<file path="config.mk">
export PLATFORM = sky130hd
export DESIGN_NAME = mips16_core
export DESIGN_NICKNAME = d
export VERILOG_FILES = /design/src/rtl/mips16_pkg.sv /design/src/rtl/mips16_regfile.sv /design/src/rtl/mips16_core.sv
export SDC_FILE = /design/constraint.sdc
export NUM_CORES = 2
export LEC_CHECK = 0
export ABC_CLOCK_PERIOD_IN_PS = 5870
export CAP_MARGIN = 20
export CORE_UTILIZATION = 55
export CTS_CLUSTER_DIAMETER = 80
export DETAILED_ROUTE_END_ITERATION = 10
export PLACE_DENSITY_LB_ADDON = 0.2
export SKIP_CTS_REPAIR_TIMING = 1
export SLEW_MARGIN = 0
export SYNTH_ARGS = -nofsm -noshare
export SYNTH_HDL_FRONTEND = slang
export SYNTH_SLANG_ARGS = --single-unit
</file>
<file path="constraint.sdc">
create_clock -name clk -period 5.87 [get_ports clk]
set_input_delay 1.174 -clock clk [delete_from_list [all_inputs] [get_ports clk]]
set_output_delay 1.174 -clock clk [all_outputs]
set_load 0.05 [all_outputs]
</file>
<file path="src/rtl/mips16_pkg.sv">
// Shared definitions for the mips16 core: opcode/funct constants, field slicers
// and the pipeline-register layouts.
package mips16_pkg;

    localparam logic [2:0] OP_RTYPE   = 3'b000;
    localparam logic [2:0] OP_ADDI    = 3'b001;

    localparam logic [3:0] FUNCT_ADD  = 4'b0001;
    localparam logic [3:0] FUNCT_SUB  = 4'b0010;
    localparam logic [3:0] FUNCT_AND  = 4'b0011;
    localparam logic [3:0] FUNCT_OR   = 4'b0100;
    localparam logic [3:0] FUNCT_SLT  = 4'b0101;
    localparam logic [3:0] FUNCT_SLL1 = 4'b0110;
    localparam logic [3:0] FUNCT_SRL1 = 4'b0111;

    typedef enum logic [2:0] {
        ALU_ADD,
        ALU_SUB,
        ALU_AND,
        ALU_OR,
        ALU_SLT,
        ALU_SLL1,
        ALU_SRL1
    } alu_op_e;

    typedef struct packed {
        logic [15:0] instr;
    } if_id_t;

    typedef struct packed {
        logic        we;
        logic [2:0]  dest;
        alu_op_e     alu;
        logic [15:0] a;
        logic [15:0] b;
    } id_ex_t;

    typedef struct packed {
        logic        we;
        logic [2:0]  dest;
        logic [15:0] data;
    } ex_mem_t;

    typedef ex_mem_t mem_wb_t;

    function automatic logic [2:0] f_op(input logic [15:0] instr);
        return instr[15:13];
    endfunction

    function automatic logic [2:0] f_rs(input logic [15:0] instr);
        return instr[12:10];
    endfunction

    function automatic logic [2:0] f_rt(input logic [15:0] instr);
        return instr[9:7];
    endfunction

    function automatic logic [2:0] f_rd(input logic [15:0] instr);
        return instr[6:4];
    endfunction

    function automatic logic [3:0] f_funct(input logic [15:0] instr);
        return instr[3:0];
    endfunction

    function automatic logic [15:0] f_imm_sext(input logic [15:0] instr);
        return {{9{instr[6]}}, instr[6:0]};
    endfunction

endpackage

</file>
<file path="src/rtl/mips16_regfile.sv">
// 8x16 register file, two read ports and one write port. r0 is hardwired to zero;
// a read of the register being written this cycle returns the new value.
module mips16_regfile (
    input  logic        clk,
    input  logic        reset,
    input  logic [2:0]  raddr_a,
    input  logic [2:0]  raddr_b,
    output logic [15:0] rdata_a,
    output logic [15:0] rdata_b,
    input  logic        we,
    input  logic [2:0]  waddr,
    input  logic [15:0] wdata
);

    logic [15:0] regs [8];

    always_ff @(posedge clk or negedge reset) begin
        if (!reset) begin
            for (int i = 0; i < 8; i++) begin
                regs[i] <= '0;
            end
        end else if (we && waddr != 3'd0) begin
            regs[waddr] <= wdata;
        end
    end

    always_comb begin
        rdata_a = regs[raddr_a];
        if (raddr_a == 3'd0) begin
            rdata_a = '0;
        end else if (we && waddr == raddr_a) begin
            rdata_a = wdata;
        end
    end

    always_comb begin
        rdata_b = regs[raddr_b];
        if (raddr_b == 3'd0) begin
            rdata_b = '0;
        end else if (we && waddr == raddr_b) begin
            rdata_b = wdata;
        end
    end

endmodule

</file>
<file path="src/rtl/mips16_core.sv">
// Five-stage 16-bit MIPS-style core with a streamed-in instruction memory.
// No forwarding or hazard detection; dout mirrors every non-r0 write-back.
module mips16_core
    import mips16_pkg::*;
#(
    parameter int IMEM_DEPTH = 256
) (
    input  logic        clk,
    input  logic        reset,
    input  logic [15:0] din,
    input  logic        wen,
    input  logic        pc_reset,
    input  logic        rd_en,
    output logic [15:0] dout
);

    localparam int AW = $clog2(IMEM_DEPTH);

    logic [15:0]   imem [IMEM_DEPTH];
    logic [AW-1:0] pc;
    logic [AW-1:0] ptr;

    if_id_t  if_id;
    id_ex_t  id_ex;
    ex_mem_t ex_mem;
    mem_wb_t mem_wb;

    logic        advance;
    logic        wb_we;
    logic [15:0] fetch_word;
    logic [15:0] rdata_a;
    logic [15:0] rdata_b;
    id_ex_t      id_next;
    logic [15:0] alu_res;

    function automatic logic [AW-1:0] next_addr(input logic [AW-1:0] a);
        return (a == AW'(IMEM_DEPTH - 1)) ? '0 : a + AW'(1);
    endfunction

    assign advance = rd_en && !wen;
    // A flush on this edge wins over the instruction sitting in MEM/WB.
    assign wb_we   = advance && !pc_reset && mem_wb.we && (mem_wb.dest != 3'd0);

    // Words at or beyond the load pointer have never been written: run them as NOPs.
    assign fetch_word = (pc < ptr) ? imem[pc] : 16'h0000;

    always_ff @(posedge clk) begin
        if (wen) begin
            imem[ptr] <= din;
        end
    end

    mips16_regfile u_regfile (
        .clk     (clk),
        .reset   (reset),
        .raddr_a (f_rs(if_id.instr)),
        .raddr_b (f_rt(if_id.instr)),
        .rdata_a (rdata_a),
        .rdata_b (rdata_b),
        .we      (wb_we),
        .waddr   (mem_wb.dest),
        .wdata   (mem_wb.data)
    );

    always_comb begin
        id_next   = '0;
        id_next.a = rdata_a;
        case (f_op(if_id.instr))
            OP_RTYPE: begin
                id_next.b    = rdata_b;
                id_next.dest = f_rd(if_id.instr);
                id_next.we   = 1'b1;
                case (f_funct(if_id.instr))
                    FUNCT_ADD:  id_next.alu = ALU_ADD;
                    FUNCT_SUB:  id_next.alu = ALU_SUB;
                    FUNCT_AND:  id_next.alu = ALU_AND;
                    FUNCT_OR:   id_next.alu = ALU_OR;
                    FUNCT_SLT:  id_next.alu = ALU_SLT;
                    FUNCT_SLL1: id_next.alu = ALU_SLL1;
                    FUNCT_SRL1: id_next.alu = ALU_SRL1;
                    default:    id_next.we  = 1'b0;
                endcase
            end
            OP_ADDI: begin
                id_next.b    = f_imm_sext(if_id.instr);
                id_next.dest = f_rt(if_id.instr);
                id_next.we   = 1'b1;
                id_next.alu  = ALU_ADD;
            end
            default: ;
        endcase
    end

    // Shift ops act on the rt operand only.
    always_comb begin
        alu_res = '0;
        case (id_ex.alu)
            ALU_ADD:  alu_res = id_ex.a + id_ex.b;
            ALU_SUB:  alu_res = id_ex.a - id_ex.b;
            ALU_AND:  alu_res = id_ex.a & id_ex.b;
            ALU_OR:   alu_res = id_ex.a | id_ex.b;
            ALU_SLT:  alu_res = {15'd0, ($signed(id_ex.a) < $signed(id_ex.b))};
            ALU_SLL1: alu_res = {id_ex.b[14:0], 1'b0};
            ALU_SRL1: alu_res = {1'b0, id_ex.b[15:1]};
            default:  alu_res = '0;
        endcase
    end

    always_ff @(posedge clk or negedge reset) begin
        if (!reset) begin
            pc     <= '0;
            ptr    <= '0;
            if_id  <= '0;
            id_ex  <= '0;
            ex_mem <= '0;
            mem_wb <= '0;
            dout   <= '0;
        end else begin
            if (wen) begin
                ptr <= next_addr(ptr);
            end
            if (pc_reset) begin
                pc     <= '0;
                if_id  <= '0;
                id_ex  <= '0;
                ex_mem <= '0;
                mem_wb <= '0;
            end else if (advance) begin
                pc           <= next_addr(pc);
                if_id.instr  <= fetch_word;
                id_ex        <= id_next;
                ex_mem.we    <= id_ex.we;
                ex_mem.dest  <= id_ex.dest;
                ex_mem.data  <= alu_res;
                mem_wb       <= ex_mem;
                if (wb_we) begin
                    dout <= mem_wb.data;
                end
            end
        end
    end

endmodule

</file>
# Yosys cells after proc, flatten, opt, wreduce, memory -nomap -nowiden
# Memories as Yosys holds them, arrays and structs flattened.
# Cells that the tools add are included.
[totals] register_bits=255 mem_bits_rw=4096 inputBits=21 output_inout_bits=16 word_cells=109 mem_count=1
[op_classes] addsub=4 n_lt_le_gt_ge=6 eq_ne=18 n_mux=33 bitwise_logic=6 reduce_logical=18
[mem_list] name="imem" depth=256 word_bits=16 read_ports=1 rd_ports_with_merged_regs=0 write_ports=1 line_no="mips16_core.sv:19" rtl="logic [15:0] imem [IMEM_DEPTH];"
[ops] cell="$mux W16" count=12
[ops] cell="$bwmux W128" count=1
[ops] cell="$pmux W16 S7" count=1
[ops] cell="$bmux W16 S3" count=2
[ops] cell="$mux W20" count=4
[ops] cell="$mux W39" count=2
[ops] cell="$demux W16 S3" count=1
[ops] cell="$mux W8" count=4
[ops] cell="$pmux W16 S2" count=1
[ops] cell="$pmux W3 S6" count=1
[ops] cell="$add A16 B16 Y16" count=1
[ops] cell="$add A8 B1 Y8 const B" count=2
[ops] cell="$and A16 B16 Y16" count=1
[ops] cell="$eq A4 B3 Y1 const B" count=4
[ops] cell="$eq A8 B8 Y1 const B" count=2
[ops] cell="$lt A16 B16 Y1" count=1
[ops] cell="$or A16 B16 Y16" count=1
[ops] cell="$sub A16 B16 Y16" count=1
[ops] cell="$pmux W7 S2" count=1
[ops] cell="$ge A4 B4 Y1 const B" count=3
[ops] cell="$logic_not A3 Y1" count=4
[ops] cell="$not A3 Y4" count=3
[ops] cell="$eq A3 B3 Y1 const B" count=3
[ops] cell="$eq A4 B2 Y1 const B" count=2
[ops] cell="other kinds (14)" count=27

# Longest topological paths before layout
[depth] ltp_word=11 ltp_mapped=14 depth_no_buf=12

# Modules after synthesis
# Synthesis repeated with hierarchy kept, for this count alone.
[unflattened] hier_cells=8865 area_unflattened_um2=172090.0
[modules_own_cells] mod="mips16_core" instances=1 cells_per_inst=8318 area_each_um2=164844.3 seq_area_each_um2=126176.0
[modules_own_cells] mod="mips16_regfile" instances=1 cells_per_inst=547 area_each_um2=7245.7 seq_area_each_um2=3203.1

# Worst setup path after synthesis
# OpenSTA, ideal clock, no wires.
[synth_path] path_type="in2reg" startpoint="input rd_en" endpoint="register u_regfile.regs[53] (netlist name)" arrival_time_ns=3.184 required_ns=5.745 slack_ns=2.561 stages=9 path_buffers=4 path_cell_list="nor2b_1 > nor2b_1 > buf_2 > o311a_1 > clkbuf_1 > nor4bb_1 > clkbuf_1 > buf_1 > mux2_2"
[synth_between] elab_chain_cells=5
[synth_rtl] element="start: declaration" line_no="mips16_core.sv:13" rtl="input logic rd_en,"
[synth_rtl] element="$logic_and A1 B1 Y1" line_no="mips16_core.sv:40" rtl="assign advance = rd_en && !wen;"
[synth_rtl] element="$logic_and A1 B1 Y1 (3 in series)" line_no="mips16_core.sv:42" rtl="assign wb_we = advance && !pc_reset && mem_wb.we && (mem_wb.dest != 3'd0);"
[synth_rtl] element="$logic_and A1 B1 Y1" line_no="mips16_regfile.sv:22" rtl="end else if (we && waddr != 3'd0) begin"
[synth_rtl] element="end signal: indexed assignment" line_no="mips16_regfile.sv:23" rtl="regs[waddr] <= wdata;"
[synth_rtl] element="end: declaration" line_no="mips16_regfile.sv:15" rtl="logic [15:0] regs [8];"
# No other way between the ends.
# A chain may end at the register's enable or synchronous reset.

# Final worst setup path
[layout_path] startpoint="register pc[1]" endpoint="register if_id[12] (netlist name)"
[layout_between] elab_chain_cells=4 word_cells_on_any_way=5
[layout_rtl] element="start: declaration" line_no="mips16_core.sv:20" rtl="logic [AW-1:0] pc;"
[layout_rtl] element="start signal: assignment" line_no="mips16_core.sv:129" rtl="pc <= next_addr(pc);"
[layout_rtl] element="$mem_v2 Z256 W16 / $lt A8 B8 Y1 (equally long branches)"
[layout_rtl] element="$mux W16 *" line_no="mips16_core.sv:45" rtl="assign fetch_word = (pc < ptr) ? imem[pc] : 16'h0000;"
[layout_rtl] element="$mux W16 *" line_no="mips16_core.sv:128" rtl="end else if (advance) begin"
[layout_rtl] element="$mux W16 *" line_no="mips16_core.sv:122" rtl="if (pc_reset) begin"
[layout_rtl] element="end: declaration" line_no="mips16_core.sv:23" rtl="if_id_t if_id;"
# Mark *: on every way between the ends. The rest lies on a longest branch, timed or not. The select of a mux whose other input is x is not followed.

==> results.ini <==
[synth]
synth_xor_area_share_pct = 0.133
yosys.area_share.simple_pct = 1.88
seq_area_frac_synth_pct = 75.5
synth.distinct_cells = 72
async_reset_ff_share_pct = 5.86
syn_area_per_cell_um2 = 21.4
ys.warnings.count = 0
synth_top_family_by_area = multiplexers
synth-adder-area-share_pct = 0.498
synth_compound_area_share_pct = 3.12
synthesis.area_um2 = 171000
synth_edf_count = 4096
ys_top_cells_by_area = edfxtp_1 72%, mux4_2 15%, dfrtp_1 3.7%, mux2i_1 1.2%, mux2_2 0.91%
synth_top_area_share_pct = 71.8
synth_top_flop_cell = edfxtp_1
netlist.top_cell.by_area = edfxtp_1
syn_inst = 8012
muxShareOfSynthArea_pct = 17.1
syn_nets = 8100
synth_seq_cells = 4351

[worst_setup_path]
cp.arrival_ns = 5.50
crit_path_start_kind = flip-flop
reg2reg_slack_ns = 1.26
worstSetupStartpoint = pc[1]
r2r-start = pc[1]
cp.required_ns = 6.76
reg2regPathDepth = 8
rr_endpoint = if_id[12]
cp_max_fo = 50
worstSetupEndpointType = flip-flop
criticalPathCategory = flip-flop to flip-flop

[timing]
slew_headroom_pct = 10.1
worst_pin_slew_ns = 1.35
fmaxAchievable_ghz = 0.217
fin_crit_sh_pct = 78.5
slew_viol_final = 0
finalSetupViolCount = 0
clock_skew_ns = 0.0677
fin_crit_ns = 4.61
finalSetupTns_ns = 0
rsz0062_at_grt = no
report.final.hold_viol_count = 0
hold-worst-slack_ns = 0.286

[detailed_routing]
routed_wl_um = 460000
drt_iter0_drc = 13200
route.detailed.drc = 0
final_antenna_net_count = 0
dr.pass1.iters = 6
wire_per_inst_um = 35.5
num_vias = 87100
vias_per_cell = 6.73

[floorplanning]
core-area_um2 = 309000
rows = 204
dieArea_um2 = 314000
start_util_pct = 55.4
ioPinCount = 37
die_x_um = 560
die_h_um = 560

[grt]
antenna_found_initial = 20
grt.overflow.total = 0
grt_usage_pct = 29.4
grt_pass1_wl_um = 652000
grt_max_degree = 208
grt_pass1_vias = 86100

[cells_and_area]
syn2layout_area_growth_pct = 13.0
fin_nets = 8539
fill_cells = 20800
final_common_cell = edfxtp_1
final_cell_mix = 4096 x edfxtp_1, 1146 x mux4_2, 432 x clkbuf_16, 400 x buf_4, 261 x nor2_1
final_cells = 12900
multi_input_area_um2 = 39400
drive_gt1_share_pct = 28.9
regArea_um2 = 129000

[cts]
htreeDepth = 5
clock_sinks = 4351
clock-root-buffer = clkbuf_16
ctsLongestPathBuffers = 4
cts_tree = built
insertion_delay_ns = 1.00
clkSlewWorstSetupHoldPaths_ns = 0.06
tritoncts.num_buffers = 430

[power]
leakagePower_uw = 0.0610
cellPowerDensity_nw_per_um2 = 342
ir_worst_vdd_mv = 0.304

[placement]
place.gp.congestion = 0.951
io_buffers = 36
placed_cells = 12100
hpwl_um = 272000

[status]
status = complete, no violations

[min_path]
hold_class = input pin to asynchronous set/reset pin

[run]
drv_cap = 0

worst max-delay path, stage by stage (launching register included):
cell and delay (ns):
dfrtp_4 1.13, buf_12 0.39, buf_4 0.34, mux4_2 0.35, mux4_2 0.52, a22o_1 0.37, a221oi_1 0.81, o22ai_1 0.23
a211o_1 0.27
cell type report:
type                            instances  share of cell area (%)
Inverter                               62                   0.120
Multi-Input combinational cell       3090                    20.3
Timing Repair Buffer                  516                    2.55
Antenna cell                            9                  0.0116
Sequential cell                      4351                    66.8
Clock buffer                          513                    5.78
Clock inverter                        286                    1.70
Tap cell                             4120                    2.66
kinds of logic after synthesis:
logic type,Yosys count
flip-flops,4351
multiplexers,1481
AO/OA/AOI/OAI,774
AND/OR/NAND/NOR,742
buffers and inverters,571
adder cells (fa/ha/maj),67
XOR/XNOR,26
through the flow:
step / util [%] / power (uW) / setup slack, ns / instance area [um2]
global route: 62.6 / 67800 / 1.21 / 194000
global placement: 57.7 / 38600 / 1.26 / 179000
floorplan: - / 37000 / 2.56 / 171000
CTS: 62.5 / 66400 / 1.39 / 193000
finish: 62.6 / 66200 / 1.26 / 194000
detailed placement: 57.8 / 38700 / 1.39 / 179000
synthesized netlist by cell type (all sizes together) (8+ instances only):
cell / instances
mux4: 1146
a211oi: 32
clkbuf: 245
nand3: 68
a221o: 8
a21o: 8
a2111oi: 8
mux2: 138
edfxtp: 4096
inv: 61
nor2: 345
nand2: 189
mux2i: 197
a22o: 93
o211ai: 13
a21oi: 120
o31ai: 12
nand2b: 21
a31oi: 16
o21ai: 168
xnor2: 19
o22ai: 47
buf: 264
nor2b: 21
a22oi: 109
ha: 65
o221ai: 18
nor4: 9
a221oi: 75
dfrtp: 255
nand4: 17
nor3: 34
how the worst max path moves through the flow:
stage               cells after the start  slack [ns]            endpoint
floorplan                               9        2.56  u_regfile.regs[53]
global placement                        9        1.26            if_id[9]
CTS                                     8        1.39           if_id[12]
detailed placement                      9        1.39            if_id[9]
global route                            9        1.21            if_id[2]
finish                                  8        1.26           if_id[12]
flip-flops by register name, indices dropped and copies added, names as in the netlist:
name	cells
pc	8
dout	16
imem	4096
u_regfile.regs	128
ptr	8
if_id	16
id_ex	39
ex_mem	20
mem_wb	20
routing by layer:
metal | GRT usage (%) | vias to the layer above | wire (um)
met5 | 0 | - | 143
met1 | 42.0 | 46500 | 175000
met2 | 45.5 | 5196 | 216000
li1 | - | 34500 | -
met4 | 10.3 | 22 | 18200
met3 | 6.41 | 883 | 50800
where the power goes:
group	internal [uW]	leakage [uW]	switching, uW
logic	1220	0.0136	2440
clock network	16200	0.00705	11900
registers	34300	0.0403	170
Note: power is estimated with default switching activity, not from simulation.
